### config.mk
export PLATFORM = sky130hd
export DESIGN_NAME = parser_key_extract
export DESIGN_NICKNAME = d
export VERILOG_FILES = /design/src/rtl/parser_pkg.sv /design/src/rtl/parser_hdr_buf.sv /design/src/rtl/parser_key_extract.sv
export SDC_FILE = /design/constraint.sdc
export NUM_CORES = 2
export LEC_CHECK = 0
export ABC_CLOCK_PERIOD_IN_PS = 30800
export CAP_MARGIN = 20
export CORE_AREA = 10 10 354 356
export CTS_CLUSTER_SIZE = 12
export DETAILED_ROUTE_END_ITERATION = 8
export DIE_AREA = 0 0 364 366
export PLACE_DENSITY_LB_ADDON = 0.3
export SYNTH_ARGS = -nofsm -noshare
export SYNTH_HDL_FRONTEND = slang
export SYNTH_SLANG_ARGS = --single-unit
export TNS_END_PERCENT = 20
### constraint.sdc
create_clock -name i_clk -period 30.8 [get_ports i_clk]
set_clock_uncertainty 0.15 [all_clocks]
set_input_delay 7.7 -clock i_clk [delete_from_list [all_inputs] [get_ports i_clk]]
set_output_delay 7.7 -clock i_clk [all_outputs]
set_load 0.03 [all_outputs]
### src/rtl/parser_pkg.sv
`default_nettype none
// ============================================================================
// Module  : parser_pkg
// Purpose : Shared types and constants for the parser key-extract stage.
// Revision: 1.0 - initial release
// ============================================================================
package parser_pkg;

    localparam int DEF_DATA_WIDTH  = 128;
    localparam int DEF_HDR_BEATS   = 8;
    localparam int DEF_FIELD_WIDTH = 16;

    localparam int HW_PER_BEAT = DEF_DATA_WIDTH / DEF_FIELD_WIDTH;
    localparam int BEAT_IDX_W  = $clog2(DEF_HDR_BEATS);

    typedef enum logic [1:0] {
        ST_IDLE    = 2'd0,
        ST_COLLECT = 2'd1,
        ST_EXTRACT = 2'd2,
        ST_OUTPUT  = 2'd3
    } st_t;

    typedef logic [DEF_FIELD_WIDTH-1:0] field_t;

endpackage
`default_nettype wire

### src/rtl/parser_hdr_buf.sv
`default_nettype none
// ============================================================================
// Module  : parser_hdr_buf
// Purpose : Header beat storage with a saturating received-beat count and a
//           single halfword read port (reads beyond the count return zero).
// Revision: 1.0 - initial release
// ============================================================================
module parser_hdr_buf
    import parser_pkg::*;
#(
    parameter int DATA_WIDTH       = 128,
    parameter int HDR_BEATS        = 8,
    parameter int FIELD_WIDTH      = 16,
    parameter int KEY_OFFSET_WIDTH = 6
) (
    input  logic                        i_clk,
    input  logic                        i_rst_n,
    input  logic                        clr,
    input  logic                        wr_en,
    input  logic [DATA_WIDTH-1:0]       wr_data,
    input  logic [KEY_OFFSET_WIDTH-1:0] rd_offset,
    output field_t                      rd_field
);

    localparam int N_HW  = DATA_WIDTH / FIELD_WIDTH;
    localparam int HW_W  = $clog2(N_HW);
    localparam int BI_W  = KEY_OFFSET_WIDTH - HW_W;
    localparam int CNT_W = $clog2(HDR_BEATS + 1);

    // Halfword 0 of a beat sits in the most significant packed slot.
    logic [N_HW-1:0][FIELD_WIDTH-1:0] mem [HDR_BEATS];
    logic [CNT_W-1:0]                 cnt;
    logic                             room;
    logic [BI_W-1:0]                  beat_sel;
    logic [HW_W-1:0]                  hw_rev;

    assign room = (cnt < CNT_W'(HDR_BEATS));

    // Store beats into the next free slot; beats past capacity are dropped.
    always_ff @(posedge i_clk) begin
        if (wr_en && room) begin
            mem[cnt[BI_W-1:0]] <= wr_data;
        end
    end

    // Received-beat count, saturating at capacity, cleared per packet.
    always_ff @(posedge i_clk or negedge i_rst_n) begin
        if (!i_rst_n) begin
            cnt <= '0;
        end else if (clr) begin
            cnt <= '0;
        end else if (wr_en && room) begin
            cnt <= cnt + 1'b1;
        end
    end

    // Halfword read: upper offset bits pick the beat, lower bits the slot.
    always_comb begin
        beat_sel = rd_offset[KEY_OFFSET_WIDTH-1:HW_W];
        hw_rev   = ~rd_offset[HW_W-1:0];
        rd_field = '0;
        if (CNT_W'(beat_sel) < cnt) begin
            rd_field = mem[beat_sel][hw_rev];
        end
    end

endmodule
`default_nettype wire

### src/rtl/parser_key_extract.sv
`default_nettype none
// ============================================================================
// Module  : parser_key_extract
// Purpose : Buffers a packet header, latches the lookup offset vector, then
//           extracts one key field per cycle and hands the key vector on with
//           a valid/ready handshake.
// Revision: 1.0 - initial release
// ============================================================================
module parser_key_extract
    import parser_pkg::*;
#(
    parameter int DATA_WIDTH       = 128,
    parameter int HDR_BEATS        = 8,
    parameter int KEY_FIELD_NUM    = 8,
    parameter int KEY_OFFSET_WIDTH = 6,
    parameter int FIELD_WIDTH      = 16
) (
    input  logic                                            i_clk,
    input  logic                                            i_rst_n,
    input  logic                                            i_hdr_valid,
    input  logic [DATA_WIDTH-1:0]                           i_hdr_data,
    input  logic                                            i_hdr_last,
    output logic                                            o_hdr_ready,
    input  logic                                            i_offset_valid,
    input  logic [KEY_FIELD_NUM-1:0][KEY_OFFSET_WIDTH-1:0]  i_offset,
    output logic                                            o_key_valid,
    output logic [KEY_FIELD_NUM-1:0][FIELD_WIDTH-1:0]       o_key,
    input  logic                                            i_key_ready,
    output logic                                            o_busy
);

    localparam int FC_W = (KEY_FIELD_NUM > 1) ? $clog2(KEY_FIELD_NUM) : 1;

    st_t                                            state;
    logic                                           off_ok;
    logic                                           hdr_done;
    logic [KEY_FIELD_NUM-1:0][KEY_OFFSET_WIDTH-1:0] offs;
    logic [FC_W-1:0]                                fcnt;

    logic   beat_acc;
    logic   last_acc;
    logic   in_rx;
    logic   off_take;
    logic   hdr_done_nxt;
    logic   off_ok_nxt;
    logic   go_extract;
    logic   key_hs;
    field_t rd_field;

    // Header storage and halfword read port.
    parser_hdr_buf #(
        .DATA_WIDTH       (DATA_WIDTH),
        .HDR_BEATS        (HDR_BEATS),
        .FIELD_WIDTH      (FIELD_WIDTH),
        .KEY_OFFSET_WIDTH (KEY_OFFSET_WIDTH)
    ) u_hdr_buf (
        .i_clk     (i_clk),
        .i_rst_n   (i_rst_n),
        .clr       (key_hs),
        .wr_en     (beat_acc),
        .wr_data   (i_hdr_data),
        .rd_offset (offs[fcnt]),
        .rd_field  (rd_field)
    );

    assign o_busy = (state != ST_IDLE);

    // Header/offset arrival bookkeeping; both may land in the same cycle.
    always_comb begin
        beat_acc     = o_hdr_ready & i_hdr_valid;
        last_acc     = beat_acc & i_hdr_last;
        in_rx        = (state == ST_IDLE) || (state == ST_COLLECT);
        off_take     = in_rx & i_offset_valid & ~off_ok;
        hdr_done_nxt = hdr_done | last_acc;
        off_ok_nxt   = off_ok | off_take;
        go_extract   = in_rx & hdr_done_nxt & off_ok_nxt;
        key_hs       = (state == ST_OUTPUT) & i_key_ready;
    end

    // Main FSM with registered outputs, offset latch and field counter.
    always_ff @(posedge i_clk or negedge i_rst_n) begin
        if (!i_rst_n) begin
            state       <= ST_IDLE;
            o_hdr_ready <= 1'b0;
            o_key_valid <= 1'b0;
            o_key       <= '0;
            off_ok      <= 1'b0;
            hdr_done    <= 1'b0;
            offs        <= '0;
            fcnt        <= '0;
        end else begin
            // First offset vector wins until the packet completes.
            if (off_take) begin
                offs <= i_offset;
            end
            case (state)
                ST_IDLE, ST_COLLECT: begin
                    off_ok   <= off_ok_nxt;
                    hdr_done <= hdr_done_nxt;
                    if (go_extract) begin
                        state       <= ST_EXTRACT;
                        fcnt        <= '0;
                        o_hdr_ready <= 1'b0;
                    end else begin
                        // Stop taking beats once the last one is in.
                        o_hdr_ready <= ~hdr_done_nxt;
                        if (beat_acc) begin
                            state <= ST_COLLECT;
                        end
                    end
                end
                ST_EXTRACT: begin
                    o_key[fcnt] <= rd_field;
                    fcnt        <= fcnt + 1'b1;
                    if (fcnt == FC_W'(KEY_FIELD_NUM - 1)) begin
                        state       <= ST_OUTPUT;
                        o_key_valid <= 1'b1;
                    end
                end
                ST_OUTPUT: begin
                    if (i_key_ready) begin
                        state       <= ST_IDLE;
                        o_key_valid <= 1'b0;
                        o_hdr_ready <= 1'b1;
                        off_ok      <= 1'b0;
                        hdr_done    <= 1'b0;
                    end
                end
                default: begin
                    state <= ST_IDLE;
                end
            endcase
        end
    end

endmodule
`default_nettype wire

==> impl_metrics.env <==
export IMPL_drv_cap=0
export IMPL_syn_area_um2=48000
export IMPL_gp_congestion=0.873
export IMPL_slowest_stage="buf_4"
export IMPL_finalNetCount=3096
export IMPL_gr_total_overflow=0
export IMPL_wl_met3_um=15400
export IMPL_rsz0062_at_grt="false"
export IMPL_slew_headroom_pct=25.4
export IMPL_area_growth_pct=18.0
export IMPL_cp_top_family="buffers and inverters"
export IMPL_synth_cell_type_count=46
export IMPL_post_route_util_pct=48.1
export IMPL_crit_buf_inv=3
export IMPL_cts_resized=0
export IMPL_post_route_period_util_pct=33.6
export IMPL_cp_cell_sequence="clkdlybuf4s50_1 > nand2_1 > nor2_1 > nand2_1 > nor3_2 > buf_4 > buf_4"
export IMPL_synth_fp_nets=2767
export IMPL_synth_top_area_share_pct=64.1
export IMPL_seq_area_frac_synth_pct=73.9
export IMPL_cts_buffers=120
export IMPL_cts_htree_levels=3
export IMPL_drcViolationCount=0
export IMPL_clkLatencyLatePin_ns=0.72
export IMPL_row_count=126
export IMPL_max_freq_mhz=96.5
export IMPL_endpoint_kind="register"
export IMPL_worstPathArrival_ns=10.53
export IMPL_dr_wl_met2_um=64000
export IMPL_worst_pin_slew_ns=1.12
export IMPL_track_usage_pct=20.7
export IMPL_hpwlAfterDp_um=89600
export IMPL_cts_buffer_depth=3
export IMPL_yosysWarnings=0
export IMPL_placement_io_buffers=312
export IMPL_wl_um=142000
export IMPL_worstPathMaxFanout=60
export IMPL_viasPerCell=6.06
export IMPL_period_minus_slack_ns=10.36
export IMPL_route_top_layer_used="met5"
export IMPL_num_vias=27524
export IMPL_ys_ff_latch=1213
export IMPL_worst_ep_required_time_ns=30.97
export IMPL_ios=313
export IMPL_cts_tree="built"
export IMPL_synthFlopType="edfxtp_1"
export IMPL_hold_buffers=0
export IMPL_dieArea_um2=133000
export IMPL_antenna_found_initial=31
export IMPL_yosysTopAreaCell="edfxtp_1"
export IMPL_drv_slew=0
export IMPL_setup_tns_ns=0
export IMPL_synth_edf_count=1024
export IMPL_ant_nets=0
export IMPL_status="finished clean"
export IMPL_synthTopCellsByArea="edfxtp_1, dfrtp_1, mux4_2"
export IMPL_async_reset_ff_share_pct=15.6
export IMPL_final_layout_size_suffix_gt1_share_pct=14.1
export IMPL_cp_start_kind="primary input"
export IMPL_drt_iter0_markers=3477
export IMPL_hold_path_class="reg -> reg"
export IMPL_drt_met1_wl_um=57200
export IMPL_n_fill_cell=9550
export IMPL_cts_setup_buffers=0
export IMPL_max_stage_delay_ns=0.81
export IMPL_path_class="in -> reg"
export IMPL_yosys_cell_count_top_type="edfxtp_1"
export IMPL_grt_pass1_wl_um=204000
export IMPL_cts_root_buf="clkbuf_16"
export IMPL_wire_per_inst_um=31.2
export IMPL_die_y_um=366
export IMPL_die_width_um=364
export IMPL_core_um2=118000
export IMPL_path_clk_slew_ns=0.06
export IMPL_avgSynthCellArea_um2=18.6
export IMPL_drt_pass1_iterations=5
export IMPL_grt_max_degree=142
export IMPL_hold_violations=0
export IMPL_finalSetupViolCount=0
export IMPL_syn_inst=2580
export IMPL_clock_sinks=1213
export IMPL_grt_pass1_vias=27823
export IMPL_synth_common_cells="edfxtp_1, mux2i_1, dfrtp_1, nand2_1, mux4_2"
export IMPL_start_util_pct=40.7
[worst register-to-register path: stages (launching register included)]
cell and delay, ns:
dfrtp_1 0.94, mux4_2 0.66, mux2i_4 0.28, buf_12 0.71, buf_12 0.78, buf_4 1.03, mux2i_1 0.22, a221oi_1 0.65
a22o_1 0.73, o311ai_1 0.39, o211ai_1 0.21
[placed cells by master, fill, tap and decap left out, types with 3 or more instances in the layout]
master / netlist / layout
a21oi_1: 6 / 6
a221oi_1: 120 / 120
a22o_1: 40 / 40
a22oi_1: 22 / 22
a31oi_4: 0 / 3
and3_1: 11 / 11
buf_12: 0 / 5
buf_16: 0 / 3
buf_4: 14 / 43
buf_6: 14 / 4
bufinv_16: 0 / 3
clkbuf_1: 72 / 56
clkbuf_16: 0 / 122
clkbuf_8: 0 / 11
clkdlybuf4s50_1: 0 / 311
clkinv_1: 0 / 11
clkinv_2: 0 / 4
clkinv_8: 0 / 3
dfrtp_1: 189 / 189
diode_2: 0 / 6
edfxtp_1: 1024 / 1024
ha_1: 5 / 5
inv_1: 9 / 9
mux2_2: 50 / 49
mux2i_1: 274 / 273
mux4_2: 140 / 140
nand2_1: 155 / 155
nand3_1: 12 / 12
nand4_1: 12 / 12
nor2_1: 30 / 22
nor2_4: 0 / 7
nor3_2: 5 / 7
o211ai_1: 123 / 123
o21ai_0: 7 / 7
o311ai_0: 4 / 4
o311ai_1: 121 / 121
o41a_1: 20 / 20
o41ai_1: 10 / 10
[registers in the layout (all words and copies together) (netlist names)]
signal / count
u_hdr_buf.mem: 1024
state: 2
fcnt: 3
o_key: 128
o_key_valid: 1
o_hdr_ready: 1
u_hdr_buf.cnt: 4
off_ok: 1
hdr_done: 1
offs: 48
[layer usage]
metal | track usage (%) | up-vias
li1 | - | 11503
met1 | 27.7 | 14276
met2 | 31.2 | 1406
met3 | 7.14 | 303
met4 | 7.58 | 36
met5 | 0 | -
[worst paths after layout]
check,depth (start not counted),startpoint,end,slack (ns)
min in group asynchronous,1,i_rst_n,o_hdr_ready,6.75
worst min-delay path,2,o_key[66],o_key[66],0.34
worst max-delay path,7,i_hdr_valid,u_hdr_buf.mem[1][28],20.44
worst max register to register,10,fcnt[0],o_key[57],23.94
max in group asynchronous,2,i_rst_n,o_key[46],22.59
worst min register to register,2,o_key[66],o_key[66],0.34
[area by class of cell]
cell class / count / area [um2] / area share (%)
diodes: 6 / 15.0 / 0.0265
clock buffers: 188 / 3400 / 6.01
clock inverters: 25 / 253 / 0.446
inverters: 10 / 37.5 / 0.0663
multi-input cells: 1196 / 11800 / 20.9
flip-flops and latches: 1213 / 35500 / 62.7
well taps: 1536 / 1920 / 3.39
repair buffers: 368 / 3690 / 6.52
[cells by family (layout without fill, tap and decap cells)]
logic type	count (synthesis)	count (layout)	synth area share, %
other	0	6	0
multiplexers	465	465	13.5
adder cells (fa/ha/maj)	5	5	0.130
buffers and inverters	171	591	1.78
AO/OA/AOI/OAI	485	485	8.46
XOR/XNOR	1	1	0.0183
AND/OR/NAND/NOR	240	240	2.17
flip-flops	1213	1213	73.9
[stage by stage]
step	hold slack, ns	std cells	worst slack (ns)	instance area [um2]
after floorplan	0.321	2580	13.07	48000
after global placement	0.317	4313	19.30	52800
after detailed placement	0.324	4318	19.79	52800
after CTS	0.337	4531	20.49	56500
after global routing	0.374	4541	20.28	56600
final	0.337	4542	20.44	56600
Power is not shown: default switching activity piles up to over one toggle a cycle in this logic, so the estimate is an artifact.
